===== src/rtl/hdmi_timing.sv =====
// Parametrised CEA-861 progressive timing generator with data-island scheduling.
// Every output is registered and describes the pixel (cx, cy) shown in the same cycle.
module hdmi_timing #(
  parameter int BIT_WIDTH        = 11,
  parameter int BIT_HEIGHT       = 10,
  parameter int FRAME_WIDTH      = 800,
  parameter int FRAME_HEIGHT     = 525,
  parameter int SCREEN_WIDTH     = 640,
  parameter int SCREEN_HEIGHT    = 480,
  parameter int HSYNC_START      = 16,
  parameter int HSYNC_PULSE      = 96,
  parameter int VSYNC_START      = 0,
  parameter int VSYNC_PULSE      = 2,
  parameter bit SYNC_ACTIVE_HIGH = 1'b0,
  parameter bit DATA_ISLAND_EN   = 1'b1,
  parameter int DI_START         = 64,
  parameter int MAX_PACKETS      = 2
) (
  input  logic                  clk_pixel,
  input  logic                  reset_n,
  input  logic                  packet_pending,
  output logic [BIT_WIDTH:0]    cx,
  output logic [BIT_HEIGHT:0]   cy,
  output logic                  hsync,
  output logic                  vsync,
  output logic [2:0]            mode,
  output logic [3:0]            ctrl,
  output logic                  packet_accept,
  output logic [4:0]            packet_slot,
  output logic                  frame_start
);

  localparam int XW         = BIT_WIDTH + 1;
  localparam int YW         = BIT_HEIGHT + 1;
  localparam int START_X    = FRAME_WIDTH - SCREEN_WIDTH;
  localparam int START_Y    = FRAME_HEIGHT - SCREEN_HEIGHT;
  localparam int ISLAND_END = DI_START + 32'sd12 + 32'sd32 * MAX_PACKETS;

  localparam logic [XW-1:0] X_LAST = XW'(FRAME_WIDTH - 32'sd1);
  localparam logic [YW-1:0] Y_LAST = YW'(FRAME_HEIGHT - 32'sd1);
  localparam logic [XW-1:0] X_ONE  = XW'(32'd1);
  localparam logic [YW-1:0] Y_ONE  = YW'(32'd1);
  localparam logic [XW-1:0] X_DI   = XW'(DI_START - 32'sd1);
  localparam logic [4:0]    MAX_PK = 5'(MAX_PACKETS);

  localparam logic [31:0] HS_LO   = 32'(HSYNC_START);
  localparam logic [31:0] HS_HI   = 32'(HSYNC_START + HSYNC_PULSE);
  localparam logic [31:0] VS_LO   = 32'(VSYNC_START);
  localparam logic [31:0] VS_HI   = 32'(VSYNC_START + VSYNC_PULSE);
  localparam logic [31:0] SX      = 32'(START_X);
  localparam logic [31:0] SY      = 32'(START_Y);
  localparam logic [31:0] VG_LO   = 32'(START_X - 32'sd2);
  localparam logic [31:0] VP_LO   = 32'(START_X - 32'sd10);
  localparam logic [31:0] VP_HI   = 32'(START_X - 32'sd3);

  if (ISLAND_END > START_X - 32'sd10) begin : g_chk_fit
    $fatal(1, "hdmi_timing: data island overlaps the video preamble");
  end
  if (DI_START < 32'sd1) begin : g_chk_di
    $fatal(1, "hdmi_timing: DI_START must be at least 1");
  end
  if (MAX_PACKETS < 32'sd1 || MAX_PACKETS > 32'sd18) begin : g_chk_pk
    $fatal(1, "hdmi_timing: MAX_PACKETS out of range 1..18");
  end
  if (FRAME_WIDTH > 32'sd2 ** XW) begin : g_chk_w
    $fatal(1, "hdmi_timing: FRAME_WIDTH does not fit in cx");
  end
  if (FRAME_HEIGHT > 32'sd2 ** YW) begin : g_chk_h
    $fatal(1, "hdmi_timing: FRAME_HEIGHT does not fit in cy");
  end

  typedef enum logic [2:0] {
    ST_IDLE        = 3'd0,
    ST_PREAMBLE    = 3'd1,
    ST_LEAD_GUARD  = 3'd2,
    ST_PACKET      = 3'd3,
    ST_TRAIL_GUARD = 3'd4
  } island_state_t;

  // st_r is the island state of the pixel about to be loaded (cx_nx_s).
  island_state_t st_r, st_nx_s;
  logic [4:0]    cnt_r, cnt_nx_s;
  logic [4:0]    npkt_r, npkt_nx_s;
  logic          accept_nx_s;

  logic [XW-1:0] cx_r, cx_nx_s;
  logic [YW-1:0] cy_r, cy_nx_s;
  logic [31:0]   x_s, y_s;
  logic          video_line_s;
  logic          hsync_r, vsync_r, hsync_nx_s, vsync_nx_s;
  logic [2:0]    mode_r, mode_nx_s;
  logic [3:0]    ctrl_r, ctrl_nx_s;
  logic          accept_r;
  logic [4:0]    slot_r, slot_nx_s;
  logic          frame_start_r, frame_start_nx_s;

  // Next pixel position
  always_comb begin
    cx_nx_s = cx_r + X_ONE;
    cy_nx_s = cy_r;
    if (cx_r == X_LAST) begin
      cx_nx_s = '0;
      if (cy_r == Y_LAST) begin
        cy_nx_s = '0;
      end else begin
        cy_nx_s = cy_r + Y_ONE;
      end
    end else begin
      cx_nx_s = cx_r + X_ONE;
    end
  end

  // Island sequencer next state and accept decision
  always_comb begin
    st_nx_s     = st_r;
    cnt_nx_s    = cnt_r;
    npkt_nx_s   = npkt_r;
    accept_nx_s = 1'b0;
    case (st_r)
      ST_IDLE: begin
        cnt_nx_s = 5'd0;
        if (DATA_ISLAND_EN && (cx_nx_s == X_DI) && packet_pending) begin
          accept_nx_s = 1'b1;
          st_nx_s     = ST_PREAMBLE;
          npkt_nx_s   = 5'd1;
        end else begin
          st_nx_s   = ST_IDLE;
          npkt_nx_s = 5'd0;
        end
      end
      ST_PREAMBLE: begin
        if (cnt_r == 5'd7) begin
          st_nx_s  = ST_LEAD_GUARD;
          cnt_nx_s = 5'd0;
        end else begin
          cnt_nx_s = cnt_r + 5'd1;
        end
      end
      ST_LEAD_GUARD: begin
        if (cnt_r == 5'd1) begin
          st_nx_s  = ST_PACKET;
          cnt_nx_s = 5'd0;
        end else begin
          cnt_nx_s = cnt_r + 5'd1;
        end
      end
      ST_PACKET: begin
        if (cnt_r == 5'd31) begin
          cnt_nx_s = 5'd0;
          if (packet_pending && (npkt_r < MAX_PK)) begin
            accept_nx_s = 1'b1;
            npkt_nx_s   = npkt_r + 5'd1;
          end else begin
            st_nx_s = ST_TRAIL_GUARD;
          end
        end else begin
          cnt_nx_s = cnt_r + 5'd1;
        end
      end
      ST_TRAIL_GUARD: begin
        if (cnt_r == 5'd1) begin
          st_nx_s  = ST_IDLE;
          cnt_nx_s = 5'd0;
        end else begin
          cnt_nx_s = cnt_r + 5'd1;
        end
      end
      default: begin
        st_nx_s  = ST_IDLE;
        cnt_nx_s = 5'd0;
      end
    endcase
  end

  // Decode of the pixel about to be shown; video periods win over island periods
  always_comb begin
    x_s              = 32'(cx_nx_s);
    y_s              = 32'(cy_nx_s);
    video_line_s     = (y_s >= SY);
    mode_nx_s        = 3'd0;
    ctrl_nx_s        = 4'b0000;
    slot_nx_s        = 5'd0;
    hsync_nx_s       = ((x_s >= HS_LO) && (x_s < HS_HI)) ? SYNC_ACTIVE_HIGH : ~SYNC_ACTIVE_HIGH;
    vsync_nx_s       = ((y_s >= VS_LO) && (y_s < VS_HI)) ? SYNC_ACTIVE_HIGH : ~SYNC_ACTIVE_HIGH;
    frame_start_nx_s = (cx_nx_s == '0) && (cy_nx_s == '0);
    if (video_line_s && (x_s >= SX)) begin
      mode_nx_s = 3'd1;
    end else if (video_line_s && (x_s >= VG_LO)) begin
      mode_nx_s = 3'd2;
    end else if (video_line_s && (x_s >= VP_LO) && (x_s <= VP_HI)) begin
      ctrl_nx_s = 4'b0001;
    end else begin
      case (st_r)
        ST_PREAMBLE:    ctrl_nx_s = 4'b0101;
        ST_LEAD_GUARD:  mode_nx_s = 3'd4;
        ST_TRAIL_GUARD: mode_nx_s = 3'd4;
        ST_PACKET: begin
          mode_nx_s = 3'd3;
          slot_nx_s = cnt_r;
        end
        default:        mode_nx_s = 3'd0;
      endcase
    end
  end

  // Island state register; reset aborts any island in flight
  always_ff @(posedge clk_pixel) begin
    if (!reset_n) begin
      st_r   <= ST_IDLE;
      cnt_r  <= 5'd0;
      npkt_r <= 5'd0;
    end else begin
      st_r   <= st_nx_s;
      cnt_r  <= cnt_nx_s;
      npkt_r <= npkt_nx_s;
    end
  end

  // Counters and registered output decode
  always_ff @(posedge clk_pixel) begin
    if (!reset_n) begin
      cx_r          <= '0;
      cy_r          <= '0;
      hsync_r       <= ~SYNC_ACTIVE_HIGH;
      vsync_r       <= ~SYNC_ACTIVE_HIGH;
      mode_r        <= 3'd0;
      ctrl_r        <= 4'b0000;
      accept_r      <= 1'b0;
      slot_r        <= 5'd0;
      frame_start_r <= 1'b0;
    end else begin
      cx_r          <= cx_nx_s;
      cy_r          <= cy_nx_s;
      hsync_r       <= hsync_nx_s;
      vsync_r       <= vsync_nx_s;
      mode_r        <= mode_nx_s;
      ctrl_r        <= ctrl_nx_s;
      accept_r      <= accept_nx_s;
      slot_r        <= slot_nx_s;
      frame_start_r <= frame_start_nx_s;
    end
  end

  assign cx            = cx_r;
  assign cy            = cy_r;
  assign hsync         = hsync_r;
  assign vsync         = vsync_r;
  assign mode          = mode_r;
  assign ctrl          = ctrl_r;
  assign packet_accept = accept_r;
  assign packet_slot   = slot_r;
  assign frame_start   = frame_start_r;

endmodule


===== config.mk =====
export PLATFORM = sky130hd
export DESIGN_NAME = hdmi_timing
export DESIGN_NICKNAME = d
export VERILOG_FILES = /design/src/rtl/hdmi_timing.sv
export SDC_FILE = /design/constraint.sdc
export NUM_CORES = 1
export LEC_CHECK = 0
export BUFFER_PORTS_ARGS = -buffer_cell sky130_fd_sc_hd__buf_2
export CORE_MARGIN = 2
export CORE_UTILIZATION = 60
export CTS_BUF_LIST = sky130_fd_sc_hd__clkbuf_16
export CTS_CLUSTER_SIZE = 24
export DETAILED_ROUTE_END_ITERATION = 16
export PLACE_DENSITY_LB_ADDON = 0.12
export SETUP_SLACK_MARGIN = 0.1
export SKIP_LAST_GASP = 1
export SYNTH_ARGS = -nofsm -noshare
export SYNTH_HDL_FRONTEND = slang
export SYNTH_SLANG_ARGS = --single-unit
export TNS_END_PERCENT = 100

===== constraint.sdc =====
create_clock -name clk_pixel -period 6.2 [get_ports clk_pixel]
set_input_delay 0.62 -clock clk_pixel [delete_from_list [all_inputs] [get_ports clk_pixel]]
set_output_delay 0.62 -clock clk_pixel [all_outputs]
set_load 0.1 [all_outputs]

; Word level (Yosys, flattened, before mapping)
; Index checks and enable logic that the tools add are counted.
[word_totals]
regBits = 51
latchBits = 0
mem_bits_rw = 0
mem_bits_ro = 0
inputBits = 3
output_inout_bits = 39
wordCells = 95
n_memories = 0
[classes]
add_sub_neg = 4
multipliers = 0
div_mod_pow = 0
n_lt_le_gt_ge = 9
n_eq_ne = 16
shift = 0
n_mux = 30
n_bitwise = 2
n_reduce_logical = 19
[ops]
columns = op, n
row1 = $ge 12x8->1 const B, 3
row2 = $mux 5, 5
row3 = $mux 11, 2
row4 = $mux 3, 6
row5 = $pmux 3 s5, 1
row6 = $pmux 5 s3, 1
row7 = $add 12x1->12 const B, 1
row8 = $eq 12x10->1 const B, 1
row9 = $eq 12x6->1 const B, 1
row10 = $ge 12x5->1 const B, 1
row11 = $le 12x8->1 const B, 1
row12 = $logic_not 12->1, 1
row13 = $lt 12x7->1 const B, 1
row14 = $mux 12, 1
row15 = $ne 2x2->1 const B, 6
row16 = $add 11x1->11 const B, 1
row17 = $eq 11x10->1 const B, 1
row18 = $ge 11x6->1 const B, 1
row19 = $logic_not 11->1, 1
row20 = $lt 11x2->1 const B, 1
row21 = $add 5x1->5 const B, 2
row22 = $pmux 5 s2, 1
row23 = $mux 1, 9
row24 = $logic_and 1x1->1, 8
row25 = 19 further kinds, 23

; Longest topological paths before layout
; Gate-level depths: netlist (run 1).
[logic_depth]
depth_word = 9
depth_mapped = 11
mapped_depth_nobuf = 10

; Least setup slack after synthesis (run 1)
; No wires, ideal clock.
[synth_path]
path_kind = flip-flop to flip-flop
start = register cx_r[1] (netlist: cx[1])
end = register mode_r[2] (netlist: mode[2])
setup_ns = 0.072
arrival_ns = 3.584
t_required_ns = 6.128
path_slack_ns = 2.543
stages_incl_launch_ff = 11
path_buffers = 2
period_less_slack_ns = 3.657
path_cell_list = dfxtp_1 ha_1 buf_6 nand4_1 or4_4 buf_6 nor3_1 xor2_1 a2111oi_4 o21a_4 nor3b_2
[synth_via]
elab_chain_len = 6
elab_cells_between_ends = 14
cone_classes = 1 x add/sub / 5 x order compare / 1 x eq/ne / 2 x mux / 5 x reduce/logical
[synth_rtl]
columns = element, line
row1 = from (decl), 86  ; logic [XW-1:0] cx_r, cx_nx_s;
row2 = from (signal assigned), 232  ; cx_r <= cx_nx_s;
row3 = $add 12x1->12 / $eq 12x10->1 (equally long branches), "109, 101"
row4 = $mux 12 / $mux 11 (equally long branches), 101  ; if (cx_r == X_LAST) begin
row5 = $ge 12x8->1 / $ge 11x6->1 (equally long branches), "190, 179"
row6 = $logic_and 1x1->1 (2 in series), 190  ; end else if (video_line_s && (x_s >= VP_LO) && (x_s <= VP_HI)) begin
row7 = $reduce_or 4->1 (no line) (*), --
row8 = to (signal assigned), 236  ; mode_r <= mode_nx_s;
row9 = to (decl), 91  ; logic [2:0] mode_r, mode_nx_s;
; Every way passes the cells marked *; elsewhere a longest branch is shown, timed or not.
; A chain may end at the register's enable or synchronous reset.

; Final worst setup path (run 1)
[layout_path]
start = register cx_r[0] (netlist: cx[0])
end = register mode_r[2] (netlist: mode[2])
; Same word-level chain as after synthesis.

==> results of run 1 <==
worst reg2reg max path: cells and delay by family, from the launching register on:
family | cells | cell delay (ps)
compound gates | 4 | 1280
fa+ha+maj | 1 | 380
flops | 1 | 510
simple gates | 3 | 1230
metal layers:
layer	GRT usage (%)	share of wire [%]
met4	7.68	1.3
met2	34.0	44
met5	0	0
met3	4.74	6.2
met1	33.0	48
report_power, final:
group	total, uW	switching [uW]	internal (uW)
Sequential	327	4.37	323
Combinational	39.1	32.0	7.07
Clock	283	129	155
kinds of logic after synthesis:
family | count (synthesis) | synth area share (%)
AO/OA/AOI/OAI | 70 | 16.9
multiplexers | 2 | 0.722
buffers and inverters | 35 | 7.60
XOR/XNOR | 20 | 5.94
AND/OR/NAND/NOR | 163 | 30.5
adder cells (fa/ha/maj) | 10 | 4.24
flip-flops | 50 | 34.0
other | 1 | 0.127
registers in the layout, indices dropped and copies added, names as in the netlist:
name and count:
vsync 1, hsync 1, st_r 3, packet_accept 1, frame_start 1, mode 3
packet_slot 5, npkt_r 5, cx 12, cnt_r 5, cy 11, ctrl 2
layout make-up:
cell class,count,area [um2],area share [%]
clock buffer,5,125,3.89
clock inverter,3,28.8,0.896
inverter,14,52.6,1.64
multi-input combinational,267,1730,53.7
sequential,50,1000,31.2
tap,67,83.8,2.61
timing repair buffer,39,195,6.07
cell usage in the layout, fill, tap and decap left out, types with 2 or more instances in the layout:
| cell | instances |
|---|---|
| or4_4 | 2 |
| and4b_1 | 2 |
| conb_1 | 2 |
| and3_1 | 11 |
| ha_1 | 10 |
| clkbuf_16 | 5 |
| a31oi_1 | 3 |
| inv_1 | 13 |
| nand3b_1 | 2 |
| nand4_1 | 10 |
| xnor2_1 | 12 |
| nand3_1 | 15 |
| dfxtp_1 | 50 |
| o21ai_0 | 11 |
| nor2_1 | 41 |
| a21oi_1 | 19 |
| o32ai_1 | 2 |
| buf_2 | 39 |
| a22oi_1 | 3 |
| nor4_1 | 3 |
| a41oi_1 | 2 |
| nor2b_1 | 2 |
| o211ai_1 | 3 |
| nand2_1 | 27 |
| nor4bb_1 | 2 |
| or2_2 | 2 |
| nor3b_1 | 2 |
| and4_1 | 8 |
| nand2b_1 | 3 |
| nor3_1 | 16 |
| and2_1 | 4 |
| a21boi_0 | 2 |
| xor2_1 | 8 |
| o22ai_1 | 4 |
| a211oi_1 | 3 |
| or4_1 | 2 |
how the worst min path moves through the flow:
| stage | startpoint | end | slack [ps] | cells past startpoint |
|---|---|---|---|---|
| 2_1_floorplan | npkt_r[4] | npkt_r[4] | 440 | 2 |
| 3_3_place_gp | cnt_r[0] | cnt_r[0] | 470 | 1 |
| 3_5_place_dp | npkt_r[4] | npkt_r[4] | 470 | 2 |
| 4_1_cts | cnt_r[0] | cnt_r[0] | 490 | 1 |
| 5_1_grt | npkt_r[4] | npkt_r[4] | 530 | 2 |
| 6_report | npkt_r[4] | npkt_r[4] | 480 | 2 |
stage by stage:
step / util [%] / hold slack, ps / total power (uW)
2_1_floorplan: - / 441 / 369
3_3_place_gp: 64.8 / 467 / 374
3_5_place_dp: 64.8 / 471 / 374
4_1_cts: 68.0 / 490 / 655
5_1_grt: 68.0 / 529 / 672
6_report: 68.0 / 483 / 650
==> impl_metrics.ini, run 1 <==
[synth]
synth_edf_count = 0
yosys-top-cells-count = 50 x dfxtp_1, 41 x nor2_1, 27 x nand2_1, 19 x a21oi_1, 16 x nor3_1
ys_ff_latch = 50
syn_area_um2 = 2950
ys_warn_count = 0
seq_area_frac_synth_pct = 34.0
async_flop_share_pct = 0
synth_top_cell_by_area = dfxtp_1
syn_inst = 351
synth_cell_types = 68
ys.flop_type = dfxtp_1
yosys.cell_count.top_type = dfxtp_1
synth_top_area_share_pct = 34.0
avgSynthCellArea_um2 = 8.40
synth_area_leaders = dfxtp_1 34%, nor2_1 5.2%, ha_1 4.2%, buf_6 4.2%, xnor2_1 3.6%

[route]
vias_per_cell = 5.91
drtIter0Drc = 185
ant_nets = 0
wl_mm = 6.14
dr.pass1.iters = 5
vias = 2628
drc = 0
routedWlPerCell_um = 13.8

[finish]
layout.nets = 390
fin_cells = 445
antenna_cells = 0
num-fill-cells = 414
area_delta_synth_final_pct = 9.00
stdcell_area_um2 = 3210
drive_gt1_share_pct = 16.9

[setup_path]
cp_slowest_cell = or4_4
reg2reg_slack_ps = 2730
reg2reg_from = cx[0]
endpoint_kind = flop
cp_max_fo = 22
reg2reg_depth = 8
crit_cells = 8
cp.arrival_ps = 3690
cp_num_buf_inv = 0
timing.critical_path.cells = ha_1 -> nand4_1 -> or4_4 -> o21ai_1 -> o211ai_2 -> a2111oi_4 -> o21a_4 -> nor3b_2
critPathLaunchType = flop
critPathTopFamily = compound AO/OA/AOI/OAI gates
cp-startpoint = cx[0]
endpoint = mode[2]
reg2reg_to = mode[2]
crit_path_max_incr_delay_ps = 750
cp.required_ps = 6420
path_class = flop to flop

[clock_network]
clock_latency_ps = 290
postCtsSetupRepairBufs = 0
cts_resized = 0
cts_made_buffers = 5
cts_max_level = 2
cts_tree = yes
clock-sinks = 50
cts_buffer_depth = 2
hold_buffers = 0
path_clk_slew_ps = 70
root_buffer = clkbuf_16

[pwr]
ir_worst_vdd_v = 0.000131
p_leak_uw = 0.00130
powerDensity_nw_per_um2 = 202

[die]
ios = 42
rows = 25
dieArea_um2 = 5490
start_util_pct = 62.4
die_h_um = 74.1
die_x_um = 74.1
coreArea_um2 = 4720

[sta]
relSlewSlack_pct = 42.5
max_clock_freq_mhz = 288
drv_slew = 0
setup_tns_ps = 0
min_period_over_period_pct = 56.0
setup_viol = 0
setup_ws_ps = 2730
finalHoldViolCount = 0
rsz0062_at_grt = false
fin_crit_ps = 3470
tightest_slew_ps = 860
skew_ps = 6.50

[job]
cap_violations = 0

[global_routing]
antenna_found_initial = 0
grt_pass1_wl_mm = 9.94
grt_max_degree = 23
grt-ovfl-total = 0
grt_pass1_vias = 2142
track_usage_pct = 22.9

[place]
place_ws_ps = 2780
placed_area_um2 = 3060
placed_cells = 437
dp_hpwl_mm = 4.40
numPortBuffers = 39
place_congestion = 0.870

[hold_path]
hp-class = flop to flop

[outcome]
status = complete, no violations
(Power assumes the default switching activity.)
==> run 2, diff against run 1 <==
--- a/config.mk
+++ b/config.mk
@@ -7,7 +7,7 @@
 export LEC_CHECK = 0
 export BUFFER_PORTS_ARGS = -buffer_cell sky130_fd_sc_hd__buf_2
 export CORE_MARGIN = 2
-export CORE_UTILIZATION = 60
+export CORE_UTILIZATION = 52
 export CTS_BUF_LIST = sky130_fd_sc_hd__clkbuf_16
 export CTS_CLUSTER_SIZE = 24
 export DETAILED_ROUTE_END_ITERATION = 16
==> constraint.sdc (replaced) <==
create_clock -name clk_pixel -period 3.02 [get_ports clk_pixel]
set_input_delay 0.302 -clock clk_pixel [delete_from_list [all_inputs] [get_ports clk_pixel]]
set_output_delay 0.302 -clock clk_pixel [all_outputs]
set_load 0.1 [all_outputs]
==> run 2 against run 1 <==
Flip-flop and latch count is the same. Critical endpoint is now mode[1]. Critical path type unchanged. Critical path depth is the same. Setup slack got worse by 2600 ps. Largest power group unchanged.
==> impl_metrics.ini, run 2 (synthesis gave the netlist of run 1 again) <==
[hold_path]
hp-class = primary input to flop
whs_path_depth = 2
hold_start = reset_n

[sta]
max_clock_freq_mhz = 352
fin_crit_ps = 2840
hold_slack_ps = 381
finalHoldViolCount = 0
min_period_over_period_pct = 94.1
rsz0062_at_grt = true
relSlewSlack_pct = 45.2
skew_ps = 4.20
setup_viol = 0
setup_tns_ps = 0
tightest_slew_ps = 812
drv_slew = 0

[finish]
drive_gt1_share_pct = 24.9
area_delta_synth_final_pct = 16.1
final_cell_mix = 41 x nor2_1, 39 x buf_2, 37 x dfxtp_1, 27 x nand2_1, 19 x a21oi_1
ff_latch_area_um2 = 1030
multi_input_area_um2 = 1810
largest_reg_flops = 12
layout.nets = 401
num-fill-cells = 472
final_common_cell = nor2_1
antenna_cells = 0
fin_cells = 461

[outcome]
status = complete, no violations

[pwr]
p_clk_share_pct = 46.1
ir_worst_vdd_v = 0.000309
p_sw_uw = 329
p_sw_share_pct = 23.5
p_int_uw = 1070
p_seq_share_pct = 48.1
combPwrFrac_pct = 5.9
powerDensity_nw_per_um2 = 408
p_leak_uw = 0.00139

[route]
vias = 2696
ant_nets = 0
vias_per_cell = 5.85
routedWlPerCell_um = 14.8
drtIter0Drc = 237
wl_mm = 6.81
drc = 0
dr.pass1.iters = 5

[die]
die_h_um = 79.3
dieArea_um2 = 6290
ios = 42
start_util_pct = 53.5
coreArea_um2 = 5510
rows = 27
die_x_um = 79.3

[setup_path]
timing.critical_path.cells = or4_4 -> or4_4 -> buf_4 -> o21ai_2 -> nand3_1 -> a2111oi_4 -> buf_4 -> o32ai_1
crit_path_max_incr_delay_ps = 640
endpoint_kind = flop
cp-startpoint = cx[7]
path_class = flop to flop
cp.arrival_ps = 2990
cp_slowest_cell = or4_4
cp_max_fo = 7
reg2reg_depth = 8
cp.required_ps = 3160
critPathLaunchType = flop
reg2reg_from = cx[7]

[place]
placed_cells = 446
dp_hpwl_mm = 4.63
numPortBuffers = 39
place_congestion = 0.909

[clock_network]
clock_latency_ps = 290
cts_tree = yes
cts_max_level = 2
cts_buffer_depth = 2
root_buffer = clkbuf_16
clock-sinks = 50
path_clk_slew_ps = 70
hold_buffers = 0
cts_made_buffers = 5

[global_routing]
grt_max_degree = 22
grt-ovfl-total = 0
grt_pass1_wl_mm = 10.9
antenna_found_initial = 0
grt_pass1_vias = 2326
track_usage_pct = 21.6

[job]
cap_violations = 0
## run 2: stage by stage
stage	power [uW]	cell area, um2	setup WS [ps]	util [%]
floorplan	758	3030	106	-
global placement	769	3170	124	57.6
CTS	1410	3340	103	60.6
global route	1450	3420	65.2	62.1
detailed placement	769	3170	72.2	57.6
finish	1400	3420	177	62.1
## run 2: worst paths after layout
path               end  slack [ps]
max            mode[1]         180
min              vsync         380
max reg2reg    mode[1]         180
min reg2reg  npkt_r[4]         480
## run 2: worst max-delay path, delay by kind of cell, from the launching register on
family | cells | cell delay, ps
compound gates | 3 | 590
buf+inv | 2 | 380
flops | 1 | 350
simple gates | 3 | 1370
## run 2: area by class of cell
| cell class | instances | share of cell area (%) |
|---|---|---|
| Multi-Input combinational cell | 268 | 52.9 |
| Inverter | 14 | 1.54 |
| Sequential cell | 50 | 30.1 |
| Tap cell | 72 | 2.63 |
| Clock buffer | 5 | 3.66 |
| Clock inverter | 3 | 1.24 |
| Timing Repair Buffer | 49 | 7.90 |
## run 2: what timing repair did
action                                  in CTS  in global routing
buffers inserted                             0                  6
resized for setup                            0                  6
cloned                                       0                  1
endpoints found under the setup margin       8                 11
pin swaps                                    1                  2
## run 2: metal layers
metal,GRT usage (%),up-vias,wire length [um]
li1,-,1347,-
met3,3.30,13,276
met2,36.4,80,3300
met5,0,-,0
met4,7.07,0,122
met1,28.4,1256,3110
## run 2: power by group through the flow
stage	logic, uW	clock network, uW	registers (uW)
after floorplan	41.4	0	716
after global placement	82.0	0	687
after detailed placement	81.7	0	687
after CTS	81.9	659	672
after global routing	86.5	688	673
final	81.9	644	672
==> run 3, diff against run 2 <==
--- a/config.mk
+++ b/config.mk
@@ -5,9 +5,10 @@
 export SDC_FILE = /design/constraint.sdc
 export NUM_CORES = 1
 export LEC_CHECK = 0
+export ABC_AREA = 1
 export BUFFER_PORTS_ARGS = -buffer_cell sky130_fd_sc_hd__buf_2
 export CORE_MARGIN = 2
-export CORE_UTILIZATION = 52
+export CORE_UTILIZATION = 40
 export CTS_BUF_LIST = sky130_fd_sc_hd__clkbuf_16
 export CTS_CLUSTER_SIZE = 24
 export DETAILED_ROUTE_END_ITERATION = 16
==> run 3 against run 2 <==
Setup slack gained 400 ps. Combinational power fell by 1%. Clock power down 10%. Sequential share of layout area is 1.2 points higher. Clock skew grew 1.7 ps. Sequential power is essentially flat. Non-clock buffer count decreased by 9.
==> impl_metrics.ini, run 3 <==
[clock_network]
hold_buffers = 0
cts_max_level = 2
cts_buffer_depth = 2
path_clk_slew_ps = 70
cts_resized = 0
postCtsSetupRepairBufs = 0
root_buffer = clkbuf_16
cts_tree = yes
clock-sinks = 50
cts_made_buffers = 5
clock_latency_ps = 290

[place]
dp_hpwl_mm = 4.99
place_congestion = 0.879
placed_area_um2 = 3060
numPortBuffers = 39

[synth]
synth_top_cell_by_area = dfxtp_1
synth_area_leaders = dfxtp_1 36%, nand2_1 12%, nor2_1 8.9%, inv_1 7.9%, nand3_1 5.4%
avgSynthCellArea_um2 = 6.89
yosys.cell_count.top_type = nand2_1
syn_area_um2 = 2790
synth_edf_count = 0
synth_top_area_share_pct = 35.9
yosys-top-cells-count = 90 x nand2_1, 66 x nor2_1, 59 x inv_1, 50 x dfxtp_1, 30 x nand3_1
ys_ff_latch = 50
ys_warn_count = 0
async_flop_share_pct = 0
syn_inst = 405
ys.flop_type = dfxtp_1
synth_cell_types = 37
seq_area_frac_synth_pct = 35.9

[route]
drtIter0Drc = 104
drc = 0
dr.pass1.iters = 7
routedWlPerCell_um = 12.1
vias_per_cell = 4.89
vias = 2575
wl_mm = 6.36
ant_nets = 0

[global_routing]
grt_pass1_vias = 2358
met1_usage_pct = 24.1
antenna_found_initial = 0
gr-usage-met3_pct = 3.41
grt_pass1_wl_mm = 10.7
track_usage_pct = 17.5
grt_most_used_layer = met2
use_met2_pct = 27.8
grt-ovfl-total = 0
grt_max_degree = 21

[finish]
area_delta_synth_final_pct = 15.0
final_common_cell = nand2_1
multi_input_area_um2 = 1520
final_cell_mix = 90 x nand2_1, 66 x nor2_1, 59 x inv_1, 48 x dfxtp_1, 39 x buf_2
final_util_pct = 47.5
stdcell_area_um2 = 3210
drive_gt1_share_pct = 18.8
antenna_cells = 0
ff_latch_area_um2 = 1000
largest_reg_flops = 12
layout.nets = 459
num-fill-cells = 711

[die]
ios = 42
die_x_um = 87.5
dieArea_um2 = 7660
die_h_um = 87.5
coreArea_um2 = 6760
start_util_pct = 41.3
rows = 30

[pwr]
p_seq_share_pct = 50.4
p_clk_share_pct = 43.5
p_leak_uw = 0.00163
ir_worst_vdd_v = 0.000246
p_sw_share_pct = 25.3
p_int_uw = 992
powerDensity_nw_per_um2 = 414
combPwrFrac_pct = 6.1
p_sw_uw = 337

[sta]
max_clock_freq_mhz = 409
skew_ps = 5.95
rsz0062_at_grt = false
finalHoldViolCount = 0
fin_crit_ps = 2440
setup_viol = 0
tightest_slew_ps = 676
min_period_over_period_pct = 81.0
drv_slew = 0
setup_tns_ps = 0
relSlewSlack_pct = 54.9

[hold_path]
hp-class = primary input to flop

[job]
cap_violations = 0

[setup_path]
cp.required_ps = 3250
path_class = flop to flop
endpoint_kind = flop
cp_max_fo = 13
cp.arrival_ps = 2680
critPathLaunchType = flop

[outcome]
status = complete, no violations
## run 3: changes by cell type after synthesis, moves of 5 or more
| cell | delta |
|---|---|
| nand2_1 | +63 |
| inv_1 | +46 |
| nor2_1 | +25 |
| nand3_1 | +15 |
| xnor2_1 | -12 |
| and3_1 | -11 |
| buf_6 | -10 |
| a21oi_1 | -9 |
| and4_1 | -8 |
| nor2_2 | +8 |
| nand2_2 | +5 |
| nand3_2 | +5 |
## run 3: worst paths after layout
check | slack, ps | endpoint | start | cells after the start
min reg2reg | 450 | npkt_r[4] | npkt_r[4] | 2
max reg2reg | 580 | packet_slot[2] | cx[1] | 13
min | 280 | cx[1] | reset_n | 3
max | 580 | packet_slot[2] | cx[1] | 13
## run 3: area by class of cell
| type | instances | area share [%] |
|---|---|---|
| multi-input combinational | 288 | 47.4 |
| inverter | 61 | 7.13 |
| clock buffer | 5 | 3.90 |
| clock inverter | 3 | 0.819 |
| timing repair buffer | 40 | 6.32 |
| tap | 80 | 3.12 |
| sequential | 50 | 31.3 |
## run 3: logic make-up after synthesis
logic type,Yosys count,synth area share (%)
compound gates,27,5.83
flops,50,35.9
xor+xnor,6,1.88
fa+ha+maj,10,4.48
simple gates,243,42.1
other cells,1,0.134
buf+inv,68,9.69
## run 3: metal layers
layer / share of wire [%] / vias to the layer above
met5: 0 / -
met4: 1.1 / 0
met2: 43 / 60
met1: 52 / 1146
li1: - / 1364
met3: 4.1 / 5
## run 3: critical path, cell delays in order, from the launching register on
cell     delay (ps)
dfxtp_2         380
ha_1            240
nand2_2         130
nor2_8          150
nand2_4          70
nor2_4          300
nand3_1         140
xor2_1          190
nand2_1         130
nor2_4          150
nand2_4          80
nand3_2         130
nand4_4         160
nor2_2          120
## run 3: through the flow
| step | hold WS [ps] | instances | worst slack, ps | total power, uW |
|---|---|---|---|---|
| 3_5_place_dp | 432 | 519 | 568 | 766 |
| 3_3_place_gp | 432 | 519 | 623 | 766 |
| 5_1_grt | 289 | 527 | 303 | 1380 |
| 4_1_cts | 281 | 527 | 553 | 1350 |
| 6_report | 280 | 527 | 575 | 1330 |
| 2_1_floorplan | 395 | 406 | 242 | 753 |
## run 3: power groups by stage
stage | registers [uW] | clock network (uW) | logic (uW)
after CTS | 670 | 594 | 81.4
after global placement | 685 | 0 | 81.7
final | 670 | 577 | 80.9
after floorplan | 716 | 0 | 36.9
after detailed placement | 685 | 0 | 81.0
after global routing | 671 | 625 | 86.3
